===== config.mk =====
export PLATFORM = sky130hd
export DESIGN_NAME = debug_mem_dumper_flat
export DESIGN_NICKNAME = d
export VERILOG_FILES = /design/src/rtl/debug_mem_dumper_if.sv /design/src/rtl/debug_mem_dumper.sv /design/src/flat_wrapper.sv
export SDC_FILE = /design/constraint.sdc
export NUM_CORES = 1
export LEC_CHECK = 0
export ABC_AREA = 0
export BUFFER_PORTS_ARGS = -buffer_cell sky130_fd_sc_hd__buf_2
export CAP_MARGIN = 30
export CORE_MARGIN = 2
export CORE_UTILIZATION = 48
export DETAILED_ROUTE_END_ITERATION = 12
export PLACE_DENSITY_LB_ADDON = 0.1
export SYNTH_ARGS = -nofsm -noshare
export SYNTH_HDL_FRONTEND = slang
export SYNTH_SLANG_ARGS = --single-unit

===== constraint.sdc =====
create_clock -name clk -period 1.4 [get_ports clk]
set_input_delay 0.14 -clock clk [delete_from_list [all_inputs] [get_ports clk]]
set_output_delay 0.14 -clock clk [all_outputs]
set_load 0.03 [all_outputs]

===== src/rtl/debug_mem_dumper_if.sv =====
// Bus between the memory dumper, the MEM stage debug read port and the UART tx.
// master = dumper side, slave = MEM stage / UART / command decoder side.
interface debug_mem_dumper_if #(
    parameter int NB_DATA = 32,
    parameter int NB_ADDR = 7
);
    // Handshake: start is a one-cycle request honoured only when idle. tx_start is
    // a one-cycle pulse qualifying tx_data; the sink returns a one-cycle tx_done once
    // the byte has left, and tx_start never repeats before that tx_done.
    logic               start;
    logic               only_dirty;
    logic [NB_ADDR-1:0] addr_mem_debug_unit;
    logic               ctrl_addr_debug_mem;
    logic               ctrl_wr_debug_mem;
    logic [NB_DATA-1:0] data_mem_debug_unit;
    logic               bit_sucio;
    logic [7:0]         tx_data;
    logic               tx_start;
    logic               tx_done;
    logic               busy;
    logic               done;
    logic [NB_ADDR:0]   words_sent;

    modport master (
        input  start, only_dirty, data_mem_debug_unit, bit_sucio, tx_done,
        output addr_mem_debug_unit, ctrl_addr_debug_mem, ctrl_wr_debug_mem,
        output tx_data, tx_start, busy, done, words_sent
    );

    modport slave (
        output start, only_dirty, data_mem_debug_unit, bit_sucio, tx_done,
        input  addr_mem_debug_unit, ctrl_addr_debug_mem, ctrl_wr_debug_mem,
        input  tx_data, tx_start, busy, done, words_sent
    );
endinterface


===== src/rtl/debug_mem_dumper.sv =====
// Walks data memory through the MEM stage debug port and streams every word,
// LSB byte first, to the UART transmitter; optionally skips never-written words.
module debug_mem_dumper #(
    parameter int NB_DATA     = 32,
    parameter int NB_ADDR     = 7,
    parameter int N_WORDS     = 128,
    parameter int MEM_LATENCY = 2
) (
    input  logic                clk,
    input  logic                rst,
    debug_mem_dumper_if.master  bus,
    output logic [2:0]          state_dbg
);
    localparam int NB_BYTES = NB_DATA / 8;
    localparam int IDX_W    = (NB_BYTES > 1) ? $clog2(NB_BYTES) : 1;
    localparam int CNT_W    = (MEM_LATENCY > 1) ? $clog2(MEM_LATENCY) : 1;

    localparam logic [NB_ADDR-1:0] LAST_ADDR = NB_ADDR'(N_WORDS - 1);
    localparam logic [IDX_W-1:0]   LAST_IDX  = IDX_W'(NB_BYTES - 1);
    localparam logic [CNT_W-1:0]   LAST_WAIT = CNT_W'(MEM_LATENCY - 1);

    typedef enum logic [2:0] {
        S_IDLE    = 3'd0,
        S_READ    = 3'd1,
        S_SAMPLE  = 3'd2,
        S_SEND    = 3'd3,
        S_WAIT_TX = 3'd4,
        S_NEXT    = 3'd5,
        S_DONE    = 3'd6
    } state_t;

    state_t             state;
    logic               only_dirty_q;
    logic               sel;
    logic [CNT_W-1:0]   wait_cnt;
    logic [IDX_W-1:0]   idx;
    logic [NB_DATA-1:0] shreg;
    logic [NB_DATA-1:0] shreg_next;

    // Both debug selects share one register so they can never disagree.
    assign bus.ctrl_addr_debug_mem = sel;
    assign bus.ctrl_wr_debug_mem   = sel;
    assign shreg_next              = shreg >> 8;
    assign state_dbg               = state;

    always_ff @(posedge clk or posedge rst) begin
        if (rst) begin
            state                   <= S_IDLE;
            only_dirty_q            <= 1'b0;
            sel                     <= 1'b0;
            wait_cnt                <= '0;
            idx                     <= '0;
            shreg                   <= '0;
            bus.addr_mem_debug_unit <= '0;
            bus.tx_data             <= '0;
            bus.tx_start            <= 1'b0;
            bus.busy                <= 1'b0;
            bus.done                <= 1'b0;
            bus.words_sent          <= '0;
        end else begin
            bus.tx_start <= 1'b0;
            bus.done     <= 1'b0;
            case (state)
                S_IDLE: begin
                    if (bus.start) begin
                        only_dirty_q            <= bus.only_dirty;
                        bus.addr_mem_debug_unit <= '0;
                        bus.words_sent          <= '0;
                        bus.busy                <= 1'b1;
                        sel                     <= 1'b1;
                        wait_cnt                <= '0;
                        state                   <= S_READ;
                    end
                end
                S_READ: begin
                    if (wait_cnt == LAST_WAIT) begin
                        wait_cnt <= '0;
                        state    <= S_SAMPLE;
                    end else begin
                        wait_cnt <= wait_cnt + CNT_W'(1);
                    end
                end
                S_SAMPLE: begin
                    shreg <= bus.data_mem_debug_unit;
                    if (only_dirty_q && !bus.bit_sucio) begin
                        state <= S_NEXT;
                    end else begin
                        idx          <= '0;
                        bus.tx_data  <= bus.data_mem_debug_unit[7:0];
                        bus.tx_start <= 1'b1;
                        state        <= S_SEND;
                    end
                end
                S_SEND: begin
                    state <= S_WAIT_TX;
                end
                S_WAIT_TX: begin
                    if (bus.tx_done) begin
                        if (idx == LAST_IDX) begin
                            bus.words_sent <= bus.words_sent + (NB_ADDR + 1)'(1);
                            state          <= S_NEXT;
                        end else begin
                            // Next byte is loaded together with its start pulse.
                            idx          <= idx + IDX_W'(1);
                            shreg        <= shreg_next;
                            bus.tx_data  <= shreg_next[7:0];
                            bus.tx_start <= 1'b1;
                            state        <= S_SEND;
                        end
                    end
                end
                S_NEXT: begin
                    if (bus.addr_mem_debug_unit == LAST_ADDR) begin
                        bus.done                <= 1'b1;
                        bus.busy                <= 1'b0;
                        sel                     <= 1'b0;
                        bus.addr_mem_debug_unit <= '0;
                        state                   <= S_DONE;
                    end else begin
                        bus.addr_mem_debug_unit <= bus.addr_mem_debug_unit + NB_ADDR'(1);
                        state                   <= S_READ;
                    end
                end
                S_DONE: begin
                    state <= S_IDLE;
                end
                default: begin
                    state <= S_IDLE;
                end
            endcase
        end
    end
endmodule


===== src/flat_wrapper.sv =====
// flat-port wrapper written by rule: the top's interface ports become plain ports
module debug_mem_dumper_flat 
#(
    parameter int NB_DATA     = 32,
    parameter int NB_ADDR     = 7,
    parameter int N_WORDS     = 128,
    parameter int MEM_LATENCY = 2
)
  (clk, rst, state_dbg, bus_start, bus_only_dirty, bus_data_mem_debug_unit, bus_bit_sucio, bus_tx_done, bus_addr_mem_debug_unit, bus_ctrl_addr_debug_mem, bus_ctrl_wr_debug_mem, bus_tx_data, bus_tx_start, bus_busy, bus_done, bus_words_sent);
  debug_mem_dumper_if #(.NB_DATA(NB_DATA), .NB_ADDR(NB_ADDR)) bus_i ();
  input  logic clk;
  input  logic rst;
  output logic [2:0] state_dbg;
  input wire logic [$bits(bus_i.start)-1:0] bus_start;
  input wire logic [$bits(bus_i.only_dirty)-1:0] bus_only_dirty;
  input wire logic [$bits(bus_i.data_mem_debug_unit)-1:0] bus_data_mem_debug_unit;
  input wire logic [$bits(bus_i.bit_sucio)-1:0] bus_bit_sucio;
  input wire logic [$bits(bus_i.tx_done)-1:0] bus_tx_done;
  output wire logic [$bits(bus_i.addr_mem_debug_unit)-1:0] bus_addr_mem_debug_unit;
  output wire logic [$bits(bus_i.ctrl_addr_debug_mem)-1:0] bus_ctrl_addr_debug_mem;
  output wire logic [$bits(bus_i.ctrl_wr_debug_mem)-1:0] bus_ctrl_wr_debug_mem;
  output wire logic [$bits(bus_i.tx_data)-1:0] bus_tx_data;
  output wire logic [$bits(bus_i.tx_start)-1:0] bus_tx_start;
  output wire logic [$bits(bus_i.busy)-1:0] bus_busy;
  output wire logic [$bits(bus_i.done)-1:0] bus_done;
  output wire logic [$bits(bus_i.words_sent)-1:0] bus_words_sent;
  assign bus_i.start = bus_start;
  assign bus_i.only_dirty = bus_only_dirty;
  assign bus_i.data_mem_debug_unit = bus_data_mem_debug_unit;
  assign bus_i.bit_sucio = bus_bit_sucio;
  assign bus_i.tx_done = bus_tx_done;
  assign bus_addr_mem_debug_unit = bus_i.addr_mem_debug_unit;
  assign bus_ctrl_addr_debug_mem = bus_i.ctrl_addr_debug_mem;
  assign bus_ctrl_wr_debug_mem = bus_i.ctrl_wr_debug_mem;
  assign bus_tx_data = bus_i.tx_data;
  assign bus_tx_start = bus_i.tx_start;
  assign bus_busy = bus_i.busy;
  assign bus_done = bus_i.done;
  assign bus_words_sent = bus_i.words_sent;
  debug_mem_dumper #(.NB_DATA(NB_DATA), .NB_ADDR(NB_ADDR), .N_WORDS(N_WORDS), .MEM_LATENCY(MEM_LATENCY)) u_core (.clk(clk), .rst(rst), .bus(bus_i), .state_dbg(state_dbg));
endmodule

Word-level counts from Yosys, hierarchy flattened
Cells that the tools add are included.

Register bits: 65. Bits of input ports: 38. Word-level logic and storage cells: 81.

Add/subtract/negate cells: 4. Equal/unequal tests: 14. Muxes and demuxes: 37. Reductions and logical operators: 15.

Operators by type and width (count): $mux 32 (2); $pmux 32 s2 (1); $mux 8 (6); $pmux 8 s2 (2); $mux 3 (6); $pmux 3 s6 (1); $mux 7 (2); $pmux 7 s2 (1); $mux 1 (9); $reduce_and 3->1 (3); $add 8x1->8 const B (1); $ne 2x2->1 const B (4); $reduce_and 4->1 (2); $reduce_bool 2->1 (4); $add 7x1->7 const B (1); $eq 7x7->1 const B (1); $eq 3x2->1 const B (2); $eq 3x3->1 const B (2); $mux 2 (3); $ne 2x1->1 const B (3); $pmux 1 s2 (3); $reduce_and 2->1 (3); $pmux 2 s2 (1); $eq 3x1->1 const B (1); 6 further kinds (6).

Longest topological paths before layout
Gate-level depths: netlist of the first run.

Word-level depth: 4. Mapped depth: 7. Gate-level depth less buffers: 5.

Worst setup path before layout of the first run
No wires, ideal clock.

Path type: register -> register. Start point: reg u_core.state[2], in the netlist u_core.state_dbg[2]. End point: reg u_core.bus.tx_data[0]. Library setup time: 0.128 ns. Data arrival time: 1.612 ns. Required time: 1.272 ns. Slack: -0.340 ns. Stages on the path, launching flop included: 6. Buffers on the path: 2. Path through: dfrtp_1 > buf_4 > nand2_1 > o32a_1 > buf_2 > mux2_1.

Word-level cells in the longest chain between the ends: 3.

RTL lines: start, declared (line debug_mem_dumper.sv:32) `state_t state;`; start signal, assigned (line debug_mem_dumper.sv:48) `state <= S_IDLE;`; start signal, assigned (line debug_mem_dumper.sv:72) `state <= S_READ;`; start signal, assigned (line debug_mem_dumper.sv:78) `state <= S_SAMPLE;`; $eq 3x3->1 or $eq 3x2->1 (tied branches) (line debug_mem_dumper.sv:63) `case (state)`; $ne 2x2->1 (no line) or $reduce_bool 2->1 (tied branches); $reduce_and 4->1 (no line); end signal, assigned (line debug_mem_dumper.sv:89) `bus.tx_data <= bus.data_mem_debug_unit[7:0];`; end signal, assigned (line debug_mem_dumper.sv:106) `bus.tx_data <= shreg_next[7:0];`; end, declared (line debug_mem_dumper_if.sv:27) `output tx_data, tx_start, busy, done, words_sent`.

Several ways; a longest one is shown, not always the timed one. A chain may end at the register's enable or synchronous reset.

Worst setup path in the final report of the first run
Start point: reg u_core.state[1], in the netlist u_core.state_dbg[1]. End point: reg u_core.idx[0].

Word-level cells in the longest chain between the ends: 3.

RTL lines: $eq 3x3->1 or $eq 3x2->1 (tied branches) (line debug_mem_dumper.sv:63); $ne 2x2->1 (no line) or $reduce_bool 2->1 (tied branches); $reduce_and 4->1 (no line); end signal, assigned (line debug_mem_dumper.sv:104) `idx <= idx + IDX_W'(1);`; end, declared (line debug_mem_dumper.sv:36) `logic [IDX_W-1:0] idx;`.

Several ways; a longest one is shown, not always the timed one.

==> metrics.md, run 1 <==
| Metric | Value |
|---|---|
| Initial Utilization | between 50% and 60% |
| Final setup TNS | -4.97 ns |
| CTS tree | done |
| Post-layout util | about 74% |
| H-tree depth | 3 |
| RSZ-0062 raised after global routing | true |
| Comb pwr share | approximately 44% |
| Status | finished, violations left |
| Max incr delay on CP | 0.44 ns |
| Critical Path Sink Type | flop |
| Leading cell type in the layout, fill and taps excluded | buf_2 |
| All-Layer GR Usage | 22.2% |
| Leakage power | 1.99 nW |
| Clock sink count | 57 |
| Area Growth Syn to Fin | 47.2% |
| Count of final hold-check violations | 0 |
| Final setup fails | 50 |
| CP max-delay cell | dfrtp_2 |
| Crit path launch type | flop |
| Worst-Margin Slew | 0.412 ns |
| VDD IR max | 957 µV |
| Post-synthesis register bit count | between 50 and 60 |
| Clock-pin slew on the worst setup and hold paths | 0.07 ns |
| Total CTS buffers | 9 |
| Clock Skew | around 0.0064 ns |
| Flop pwr share | between 30% and 40% |
| Cell count after synthesis | approximately 290 |
| Share of cells above drive strength 1 | between 40% and 50% |
| CP cell instances | nor2_4 -> nand2_1 -> o32a_1 -> buf_12 -> mux2_1 |
| Die width | 80.0 µm |
| Final Max Tran Viols | 0 |
| Synth top area share | approximately half |
| Core area | between 0.005 and 0.006 mm² |
| DP Wirelength | roughly 4300 µm |
| Die area | 0.00640 mm² |
| Most frequent cells in the layout | buf_2 (67), dfrtp_1 (52), nand2_1 (43) |
| Final WL | about 6700 µm |
| Worst EP required | between 1.5 and 2 ns |
| Setup CP Type | flop to flop |
| Antenna diodes | 0 |
| Leading area contributor after synthesis | dfrtp_1 |
| Crit-path max FO | 11 |
| GRT overflow | 0 |
| Clk pwr share | ~24% |
| Worst path arrival time | 1.80 ns |
| Vias per cell | around 5.2 |
| Max-slew headroom | between 70% and 80% |
| HP Class | primary input to flop |
| Setup ws final | -0.186 ns |
| Synthesized net count | 328 |
| Post-route minimum period | between 1.5 and 2 ns |
| Chip Height | 80.0 µm |
| Synth warn | 0 |
| Failing checks | setup timing |
| Largest net degree at the start of global routing | between 40 and 50 |
| Post-route DRC | 0 |
| Register area share after synthesis | roughly 51% |
| # IOs | around 70 |
| IO buf count | between 60 and 70 |
| F_max | between 600 and 700 MHz |
| Max Root-Sink Buffers | 2 |
| FILL cells | about 430 |
| Vias in the first global route | roughly 2400 |
| Dpl cell area | about 0.0035 mm² |
| First-pass GRT wire length | between 10000 and 15000 µm |
| DR iter-0 viols | 84 |
| Unique masters post-synth | 43 |
| Mean area per synthesized cell | 9.66 µm² |
| Pwr per Cell Area | between 2000 and 2500 mW/mm² |
| Switching Power | just under 3 mW |
| Top post-synthesis cells by area | dfrtp_1 (51%), nand2_1 (6.1%), nor2_1 (4.2%) |
| Mapped Area | about 0.0028 mm² |
| Final period utilization | 113% |
| Clk_lat worst skew | between 0.3 and 0.4 ns |
| CP bufs+invs | 1 |
| Final ANT Viol Nets | 0 |
| Sw frac | between 30% and 40% |
| DRT Pass-1 Iters | 4 |
| Via count | 2443 |
| Final Cell Area | 0.00408 mm² |
| Cell Rows | 27 |
| Root buf cell | clkbuf_8 |
| Drt wl/cell | 14.3 µm |
| NumNets Final | between 400 and 500 |
| CP delay by family, top | flip-flops |
| Max-Cap Viols | 0 |
| Initial antenna violation count | 0 |
| GPL Wtd Cong | around 0.85 |
| Pint | about 5.4 mW |
## stage by stage
stage / worst slack [ns] / hold WS (ns) / total power [mW] / cells
2_1_floorplan: -0.227 / 0.227 / 4.74 / 287
3_3_place_gp: -0.145 / 0.149 / 5.51 / 440
3_5_place_dp: -0.184 / 0.153 / 5.59 / 440
4_1_cts: -0.182 / 0.0251 / 8.04 / 463
5_1_grt: -0.225 / 0.0442 / 8.77 / 466
6_report: -0.186 / 0.0343 / 8.26 / 466
## sequential cells by signal (all words and copies together) (netlist names)
name	cells
u_core.bus.addr_mem_debug_unit	7
u_core.bus.tx_data	8
u_core.wait_cnt	1
u_core.bus.tx_start	1
u_core.bus.words_sent	8
u_core.bus.done	1
u_core.idx	2
u_core.only_dirty_q	1
u_core.shreg	24
u_core.bus.ctrl_addr_debug_mem	1
u_core.state_dbg	3
## metal layers
metal | share of wire (%) | GRT usage, % | up-vias | routed length, µm
met5 | 0 | 0 | - | 0
met4 | 1.9 | 9.32 | 0 | 125
met3 | 3.6 | 3.96 | 15 | 241
met2 | 48 | 32.6 | 63 | 3170
met1 | 47 | 32.2 | 1170 | 3140
li1 | - | - | 1195 | -
## final timing paths
kind	start	end	slack [ns]	cells after the start
worst max-delay path	u_core.state_dbg[1]	u_core.idx[0]	-0.19	5
worst min-delay path	bus_data_mem_debug_unit[25]	u_core.shreg[25]	0.03	3
worst max register to register	u_core.state_dbg[1]	u_core.idx[0]	-0.19	5
worst min register to register	u_core.bus.tx_data[6]	u_core.bus.tx_data[6]	0.51	1
max in group asynchronous	rst	u_core.bus.addr_mem_debug_unit[0]	0.51	4
min in group asynchronous	rst	u_core.bus.tx_data[3]	0.35	3
## tightest hold or removal path: stages
cell     delay (ns)
buf_2          0.07
nand3_1        0.05
o21ai_1        0.07
## timing repair
item / 4_1_cts / 5_1_grt
hold buffers: 1 / 0
gates resized for setup: 33 / 34
gates cloned: 2 / 0
buffers inserted: 5 / 4
pin swaps: 9 / 13
setup endpoints to repair: 46 / 54
endpoints found under the hold margin: 16 / 0
## synthesized netlist by cell type (all sizes together)
library cell and count:
a31oi 16, nor3 4, dfrtp 57, nand3 12, nor2 32, o211ai 4
buf 15, o22ai 4, o31a 1, nand3b 2, and4 1, a22o 1
o21ai 19, a221oi 1, a21o 3, and4bb 1, clkbuf 4, xor2 7
xnor2 1, a21oi 3, ha 3, inv 13, mux2i 2, and2 1
o32a 1, or3 1, o2111ai 1, nand2b 4, and3b 1, nor2b 2
mux2 18, nand2 45, nor4b 1, and3 3, a22oi 1, nand4bb 1
o21bai 1
## layout make-up
| cell class | instances | area (µm²) | share of cell area (%) |
|---|---|---|---|
| repair buffers | 110 | 787 | 19.3 |
| well taps | 72 | 90.1 | 2.21 |
| inverters | 13 | 52.6 | 1.29 |
| clock inverters | 4 | 97.6 | 2.39 |
| multi-input cells | 198 | 1460 | 35.7 |
| flip-flops and latches | 57 | 1430 | 35.1 |
| clock buffers | 12 | 165 | 4.05 |
## power by group through the flow
stage | sequential, mW | clock, mW | combinational [mW]
global placement | 2.59 | 0 | 2.92
finish | 2.61 | 1.99 | 3.65
floorplan | 2.93 | 0 | 1.82
global route | 2.69 | 2.11 | 3.97
detailed placement | 2.62 | 0 | 2.97
CTS | 2.60 | 2.01 | 3.43
## cells by family after synthesis
family	count (synthesis)	share of synthesized area, %
flops	57	51.5
xor+xnor	8	2.53
mux	20	8.04
fa+ha+maj	3	1.35
compound gates	56	12.6
buf+inv	32	5.42
simple gates	111	18.6
Power figures use the tool's default switching activity.
==> inputs of run 2 (changes only) <==
--- a/config.mk
+++ b/config.mk
@@ -11,7 +11,7 @@
 export CORE_MARGIN = 2
 export CORE_UTILIZATION = 48
 export DETAILED_ROUTE_END_ITERATION = 12
-export PLACE_DENSITY_LB_ADDON = 0.1
+export PLACE_DENSITY = 0.8
 export SYNTH_ARGS = -nofsm -noshare
 export SYNTH_HDL_FRONTEND = slang
 export SYNTH_SLANG_ARGS = --single-unit
==> run 2 against run 1 <==
Net effect: setup slack got worse by 0.068 ns; cell area increased by 1.0%; final cell count increased by 1.5%; count of clock-buffer cells in the layout increased by 1; routed wire length increased by 25%; clock skew decreased by 0.00078 ns; critical path depth increased by 2; hold slack got worse by 0.0073 ns; the run still ends with setup timing left; via count increased by 8.9%.
==> metrics.md, run 2 (synthesis results as in run 1) <==
| Metric | Value |
|---|---|
| Max-Cap Viols | 0 (unchanged) |
| HP Class | primary input to flop |
| Clock-pin slew on the worst setup and hold paths | 0.06 ns (about the same) |
| Area Growth Syn to Fin | 48.8% |
| Max-slew headroom | 77.5% (+5.1 points) |
| Clock sink count | 57 (unchanged) |
| Leading cell type in the layout, fill and taps excluded | buf_2 |
| Root buf cell | clkbuf_8 |
| Die area | 0.00640 mm² (unchanged) |
| Final setup fails | 50 (unchanged) |
| IO buf count | 68 (unchanged) |
| Count of final hold-check violations | 0 (unchanged) |
| Setup crit start | u_core.state_dbg[2] |
| R2r setup slk | -0.25 ns (-0.07 ns) |
| Max Root-Sink Buffers | 2 (unchanged) |
| Final Max Tran Viols | 0 (unchanged) |
| Final ANT Viol Nets | 0 (unchanged) |
| Top reg by flops | u_core.shreg |
| Largest regs | u_core.shreg: 24 flops, u_core.bus.tx_data: 8 flops, u_core.bus.words_sent: 8 flops |
| CP max-delay cell | dfrtp_2 |
| Largest net degree at the start of global routing | 58 (+38%) |
| Pwr per Cell Area | 2040 mW/mm² (+0.59%) |
| Final period utilization | 118% (+4.8 points) |
| Switching Power | 3.25 mW (+12%) |
| Antenna diodes | 0 (unchanged) |
| Clk pwr share | 16.4% (-7.7 points) |
| First-pass GRT wire length | 11000 µm (-0.25%) |
| Initial antenna violation count | 0 (unchanged) |
| Post-layout util | 74.4% (+0.77 points) |
| Via count | 2660 (+8.9%) |
| Clk_lat worst skew | 0.34 ns (about the same) |
| # IOs | 69 (unchanged) |
| CTS tree | done |
| DP Wirelength | 4330 µm (+0.74%) |
| DRT Pass-1 Iters | 4 (unchanged) |
| Tot Pwr | 8.39 mW (+1.6%) |
| Worst EP required | 1.64 ns (+0.03 ns) |
| Multi-input gate area | 0.00146 mm² (about the same) |
| Final WL | 8340 µm (+25%) |
| Setup CP Type | flop to flop |
| Path depth of the worst reg2reg path | 7 (+2) |
| GRT overflow | 0 (unchanged) |
| Max FFs per register | 24 (unchanged) |
| Flop pwr share | 32.2% (+0.6 points) |
| Vias per cell | 5.62 (+7.3%) |
| Crit-path max FO | 9 (-2) |
| Chip Height | 80.0 µm (unchanged) |
| Crit path depth | 7 (+2) |
| R2r endpoint | u_core.shreg[19] |
| Most frequent cells in the layout | buf_2 (68), dfrtp_1 (52), nand2_1 (45) |
| Failing checks | setup timing |
| Post-route minimum period | 1.65 ns (+0.0679 ns) |
| FILL cells | 357 (-17%) |
| Worst path arrival time | 1.90 ns (+0.10 ns) |
| Worst-Margin Slew | 0.335 ns (-0.0772 ns) |
| F_max | 605 MHz (-4.1%) |
| Status | finished, violations left |
| CP bufs+invs | 3 (+2) |
| RSZ-0062 raised after global routing | true |
| GPL Wtd Cong | 0.834 (-1.6%) |
| Pint | 5.15 mW (-4.1%) |
| Crit path to | u_core.shreg[19] |
| Leakage power | 2.01 nW (+1.4%) |
| Die width | 80.0 µm (unchanged) |
| Comb pwr share | 51.4% (+7.2 points) |
| Core area | 0.00554 mm² (unchanged) |
| Drt wl/cell | 17.6 µm (+23%) |
| Sequential cell area | 0.00143 mm² (unchanged) |
| Vias in the first global route | 2365 (-0.88%) |
| VDD IR max | 1200 µV (+26%) |
| H-tree depth | 3 (unchanged) |
| Setup ws final | -0.254 ns (-0.0679 ns) |
| DR iter-0 viols | 295 (+250%) |
| NumNets Final | 437 (+1.6%) |
| Total CTS buffers | 9 (unchanged) |
| Clock Skew | 0.00567 ns (-0.000780 ns) |
| Post-route DRC | 0 (unchanged) |
| CP delay by family, top | buffers and inverters |
| Crit path launch type | flop |
| Max incr delay on CP | 0.51 ns (+0.07 ns) |
| Critical Path Sink Type | flop |
| Reg2Reg Launch Point | u_core.state_dbg[2] |
| Sw frac | 38.7% (+3.6 points) |
| Cell Rows | 27 (unchanged) |
| CP cell instances | buf_4 -> nand4bb_4 -> a21oi_4 -> buf_12 -> clkbuf_16 -> nor2_4 -> a31oi_1 |
| All-Layer GR Usage | 22.6% (+0.38 points) |
| Initial Utilization | 50.0% (unchanged) |
| Share of cells above drive strength 1 | 46.6% (+1.2 points) |
[run 2: power by group through the flow]
| stage | combinational, mW | clock, mW | sequential (mW) |
|---|---|---|---|
| detailed placement | 3.04 | 0 | 2.63 |
| global route | 4.61 | 1.46 | 2.76 |
| global placement | 2.96 | 0 | 2.58 |
| CTS | 3.51 | 1.38 | 2.61 |
| finish | 4.31 | 1.38 | 2.70 |
| floorplan | 1.82 | 0 | 2.93 |
[run 2: repair_timing]
item                                    in CTS  in global routing
gates resized for setup                     19                 38
endpoints found under the hold margin       57                  0
endpoints found under the setup margin      46                 54
buffers inserted                             6                 10
gates cloned                                 1                  5
pin swaps                                   12                 22
hold buffers                                 1                  0
[run 2: cell type report]
| type | instances | area share [%] |
|---|---|---|
| inverter | 13 | 1.27 |
| tap | 72 | 2.19 |
| clock inverter | 3 | 0.364 |
| multi-input combinational | 198 | 35.3 |
| sequential | 57 | 34.7 |
| clock buffer | 13 | 3.85 |
| timing repair buffer | 117 | 22.2 |
[run 2: metrics by stage]
stage	area (µm²)	hold WS, ns	std cells	setup WS, ns	setup TNS, ns
2_1_floorplan	2910	0.227	287	-0.227	-3.30
3_3_place_gp	3460	0.237	436	-0.145	-3.34
3_5_place_dp	3460	0.243	436	-0.169	-5.04
4_1_cts	3810	0.0186	460	-0.172	-4.62
5_1_grt	4120	0.0321	473	-0.366	-10.23
6_report	4120	0.0270	473	-0.254	-7.04
[run 2: routing by layer]
metal / track usage, % / vias to the layer above / routed length [µm]
met3: 4.64 / 40 / 506
met4: 11.5 / 0 / 383
met5: 0 / - / 0
met1: 29.4 / 1276 / 3400
li1: - / 1212 / -
met2: 35.6 / 132 / 4050
[run 2: worst register-to-register path, delay by kind of cell (launching register included)]
kind	cells	cell delay [ns]
simple gates	2	0.17
flops	1	0.51
buf+inv	3	0.53
compound gates	2	0.38
[run 2: worst min-delay path by stage]
stage / slack, ns / to / depth (start not counted) / start
floorplan: 0.23 / u_core.bus.addr_mem_debug_unit[2] / 1 / rst
global placement: 0.24 / u_core.bus.words_sent[7] / 3 / rst
detailed placement: 0.24 / u_core.bus.words_sent[5] / 3 / rst
CTS: 0.02 / u_core.shreg[27] / 3 / bus_data_mem_debug_unit[27]
global route: 0.03 / u_core.only_dirty_q / 2 / bus_only_dirty
finish: 0.03 / u_core.shreg[27] / 3 / bus_data_mem_debug_unit[27]
==> inputs of run 3 (changes only) <==
--- a/config.mk
+++ b/config.mk
@@ -9,7 +9,8 @@
 export BUFFER_PORTS_ARGS = -buffer_cell sky130_fd_sc_hd__buf_2
 export CAP_MARGIN = 30
 export CORE_MARGIN = 2
-export CORE_UTILIZATION = 48
+export CORE_UTILIZATION = 50
+export CTS_BUF_LIST = sky130_fd_sc_hd__clkbuf_4
 export DETAILED_ROUTE_END_ITERATION = 12
 export PLACE_DENSITY = 0.8
 export SYNTH_ARGS = -nofsm -noshare
==> constraint.sdc (replaced) <==
create_clock -name clk -period 1.9 [get_ports clk]
set_input_delay 0.19 -clock clk [delete_from_list [all_inputs] [get_ports clk]]
set_output_delay 0.19 -clock clk [all_outputs]
set_load 0.03 [all_outputs]
==> run 3 against run 2 <==
Net effect: the run now ends clean; largest power group is now registers; count of clock-buffer cells in the layout decreased by 4; critical endpoint is now u_core.bus.tx_data[5]; critical path type unchanged; flip-flop and latch count stayed put; clock skew is 0.010 ns higher; global-route usage is 1.7 points lower.
==> metrics.md, run 3 (synthesis results as in run 1) <==
| Metric | Value |
|---|---|
| Status | completed |
| RSZ-0062 raised after global routing | false |
| CP delay by family, top | multiplexers |
| Switching Power | 1.83 mW (-44%) |
| Clock Skew | 0.0157 ns (+0.0100 ns) |
| CP max-delay cell | dfrtp_1 |
| GPL Wtd Cong | 0.850 (+1.9%) |
| Crit-path max FO | 13 (+4) |
| Clk_lat worst skew | 0.39 ns (+0.05 ns) |
| Largest regs | u_core.shreg: 24 flops, u_core.bus.tx_data: 8 flops, u_core.bus.words_sent: 8 flops |
| Setup CP Type | flop to flop |
| Hold Slack | 0.0188 ns (-0.00825 ns) |
| Clk pwr share | 18.0% (+1.6 points) |
| Max-Cap Viols | 0 (unchanged) |
| # IOs | 69 (unchanged) |
| Final setup fails | 0 (-100%) |
| H-tree depth | 3 (unchanged) |
| CP bufs+invs | 0 (-3) |
| Die width | 78.5 µm (-1.9%) |
| Worst-Margin Slew | 0.556 ns (+0.221 ns) |
| Crit path launch type | flop |
| NumNets Final | 399 (-8.7%) |
| Final setup TNS | 0 ns (+7.04 ns) |
| Total CTS buffers | 9 (unchanged) |
| CP cell instances | and2_2 -> mux2_2 -> mux2_1 |
| Sw frac | 39.9% (+1.2 points) |
| Post-route DRC | 0 (unchanged) |
| Antenna diodes | 0 (unchanged) |
| Final period utilization | 90.5% (-28 points) |
| Leading cell type in the layout, fill and taps excluded | buf_2 |
| Largest net degree at the start of global routing | 49 (-16%) |
| Final Max Tran Viols | 0 (unchanged) |
| Via count | 2244 (-16%) |
| VDD IR max | 651 µV (-46%) |
| HP Class | primary input to flop |
| Final WL | 5910 µm (-29%) |
| Most frequent cells in the layout | buf_2 (68), dfrtp_1 (57), nand2_1 (45) |
| DP Wirelength | 4100 µm (-5.2%) |
| All-Layer GR Usage | 20.8% (-1.7 points) |
| Final ANT Viol Nets | 0 (unchanged) |
| CTS tree | done |
| Worst path arrival time | 2.00 ns (+0.10 ns) |
| First-pass GRT wire length | 9850 µm (-11%) |
| Area Growth Syn to Fin | 21.1% |
| Count of final hold-check violations | 0 (unchanged) |
| DRT Pass-1 Iters | 4 (unchanged) |
| Initial antenna violation count | 0 (unchanged) |
| Flop pwr share | 41.2% (+9.0 points) |
| Pint | 2.75 mW (-46%) |
| F_max | 582 MHz (-3.8%) |
| Comb pwr share | 40.8% (-11 points) |
| DR iter-0 viols | 155 (-47%) |
| Worst EP required | 2.18 ns (+0.54 ns) |
| Core area | 0.00544 mm² (-1.8%) |
| Share of cells above drive strength 1 | 29.5% (-17 points) |
| Cell Rows | 27 (unchanged) |
| Max incr delay on CP | 0.58 ns (+0.07 ns) |
| Chip Height | 78.5 µm (-1.9%) |
| Clock sink count | 57 (unchanged) |
| Die area | 0.00615 mm² (-3.8%) |
| Max-slew headroom | 62.8% (-15 points) |
| Max Root-Sink Buffers | 2 (unchanged) |
| Top reg by flops | u_core.shreg |
| Max FFs per register | 24 (unchanged) |
| Initial Utilization | 51.0% (+0.93 points) |
| GRT overflow | 0 (unchanged) |
| Pwr per Cell Area | 1370 mW/mm² (-33%) |
| Vias in the first global route | 2116 (-11%) |
| IO buf count | 68 (unchanged) |
| Leakage power | 1.63 nW (-19%) |
| Clock-pin slew on the worst setup and hold paths | 0.10 ns (+0.04 ns) |
| FILL cells | 464 (+30%) |
| Vias per cell | 5.16 (-8.3%) |
| Critical Path Sink Type | flop |
| Drt wl/cell | 13.6 µm (-23%) |
| Root buf cell | clkbuf_4 |
| Post-route minimum period | 1.72 ns (+0.0661 ns) |
## run 3: cell types whose count changed in the layout (fill, tap and decap cells not counted), moves of 11 or more
cell and delta:
o21ai_0 +12, mux2_4 -16, clkbuf_8 -11, buf_4 -19
## run 3: repair_timing
action | 4_1_cts | 5_1_grt
hold buffers | 1 | 1
setup endpoints to repair | 0 | 10
endpoints found under the hold margin | 20 | 1
setup buffers | 0 | 0
resized for setup | 0 | 3
## run 3: area by class of cell
type | count | area (µm²) | share of cell area (%)
Sequential cell | 57 | 1430 | 42.5
Multi-Input combinational cell | 198 | 1210 | 36.0
Timing Repair Buffer | 79 | 453 | 13.5
Tap cell | 72 | 90.1 | 2.68
Clock buffer | 9 | 67.6 | 2.01
Clock inverter | 7 | 61.3 | 1.83
Inverter | 13 | 48.8 | 1.45
## run 3: metrics by stage
| step | util [%] | power, mW | area [µm²] | std cells | setup WS, ns |
|---|---|---|---|---|---|
| after floorplan | - | 3.25 | 2770 | 287 | 0.160 |
| after detailed placement | 58.9 | 3.78 | 3200 | 417 | 0.0408 |
| after global routing | 61.7 | 4.94 | 3360 | 435 | 0.0736 |
| after CTS | 61.5 | 4.61 | 3340 | 434 | 0.0503 |
| final | 61.7 | 4.58 | 3360 | 435 | 0.180 |
| after global placement | 58.9 | 3.69 | 3200 | 417 | 0.146 |
## run 3: path summary, 6_finish.rpt
kind | slack, ns | to | start | depth (start not counted)
setup / recovery | 0.18 | u_core.bus.tx_data[5] | u_core.state_dbg[2] | 3
hold / removal | 0.02 | u_core.shreg[29] | bus_data_mem_debug_unit[29] | 3
setup reg to reg | 0.18 | u_core.bus.tx_data[5] | u_core.state_dbg[2] | 3
hold reg to reg | 0.50 | u_core.bus.tx_data[4] | u_core.bus.tx_data[4] | 1
max in group asynchronous | 1.00 | u_core.bus.words_sent[1] | rst | 4
min in group asynchronous | 0.36 | u_core.bus.ctrl_addr_debug_mem | rst | 3
## run 3: routing by layer
layer	global-route usage [%]	share of wire, %
met1	28.3	47
met2	31.0	48
met3	5.52	3.8
met4	10.0	1.1
met5	0	0
## run 3: worst register-to-register path: stages, from the launching register on
cell and delay [ns]:
dfrtp_1 0.58, and2_2 0.38, mux2_2 0.37, mux2_1 0.29
## run 3: power groups by stage
stage          logic (mW)  clock network [mW]  registers [mW]
6_report             1.87               0.825            1.89
5_1_grt              2.09               0.901            1.95
4_1_cts              1.88               0.841            1.89
3_5_place_dp         1.87                   0            1.91
3_3_place_gp         1.81                   0            1.89
2_1_floorplan        1.11                   0            2.13
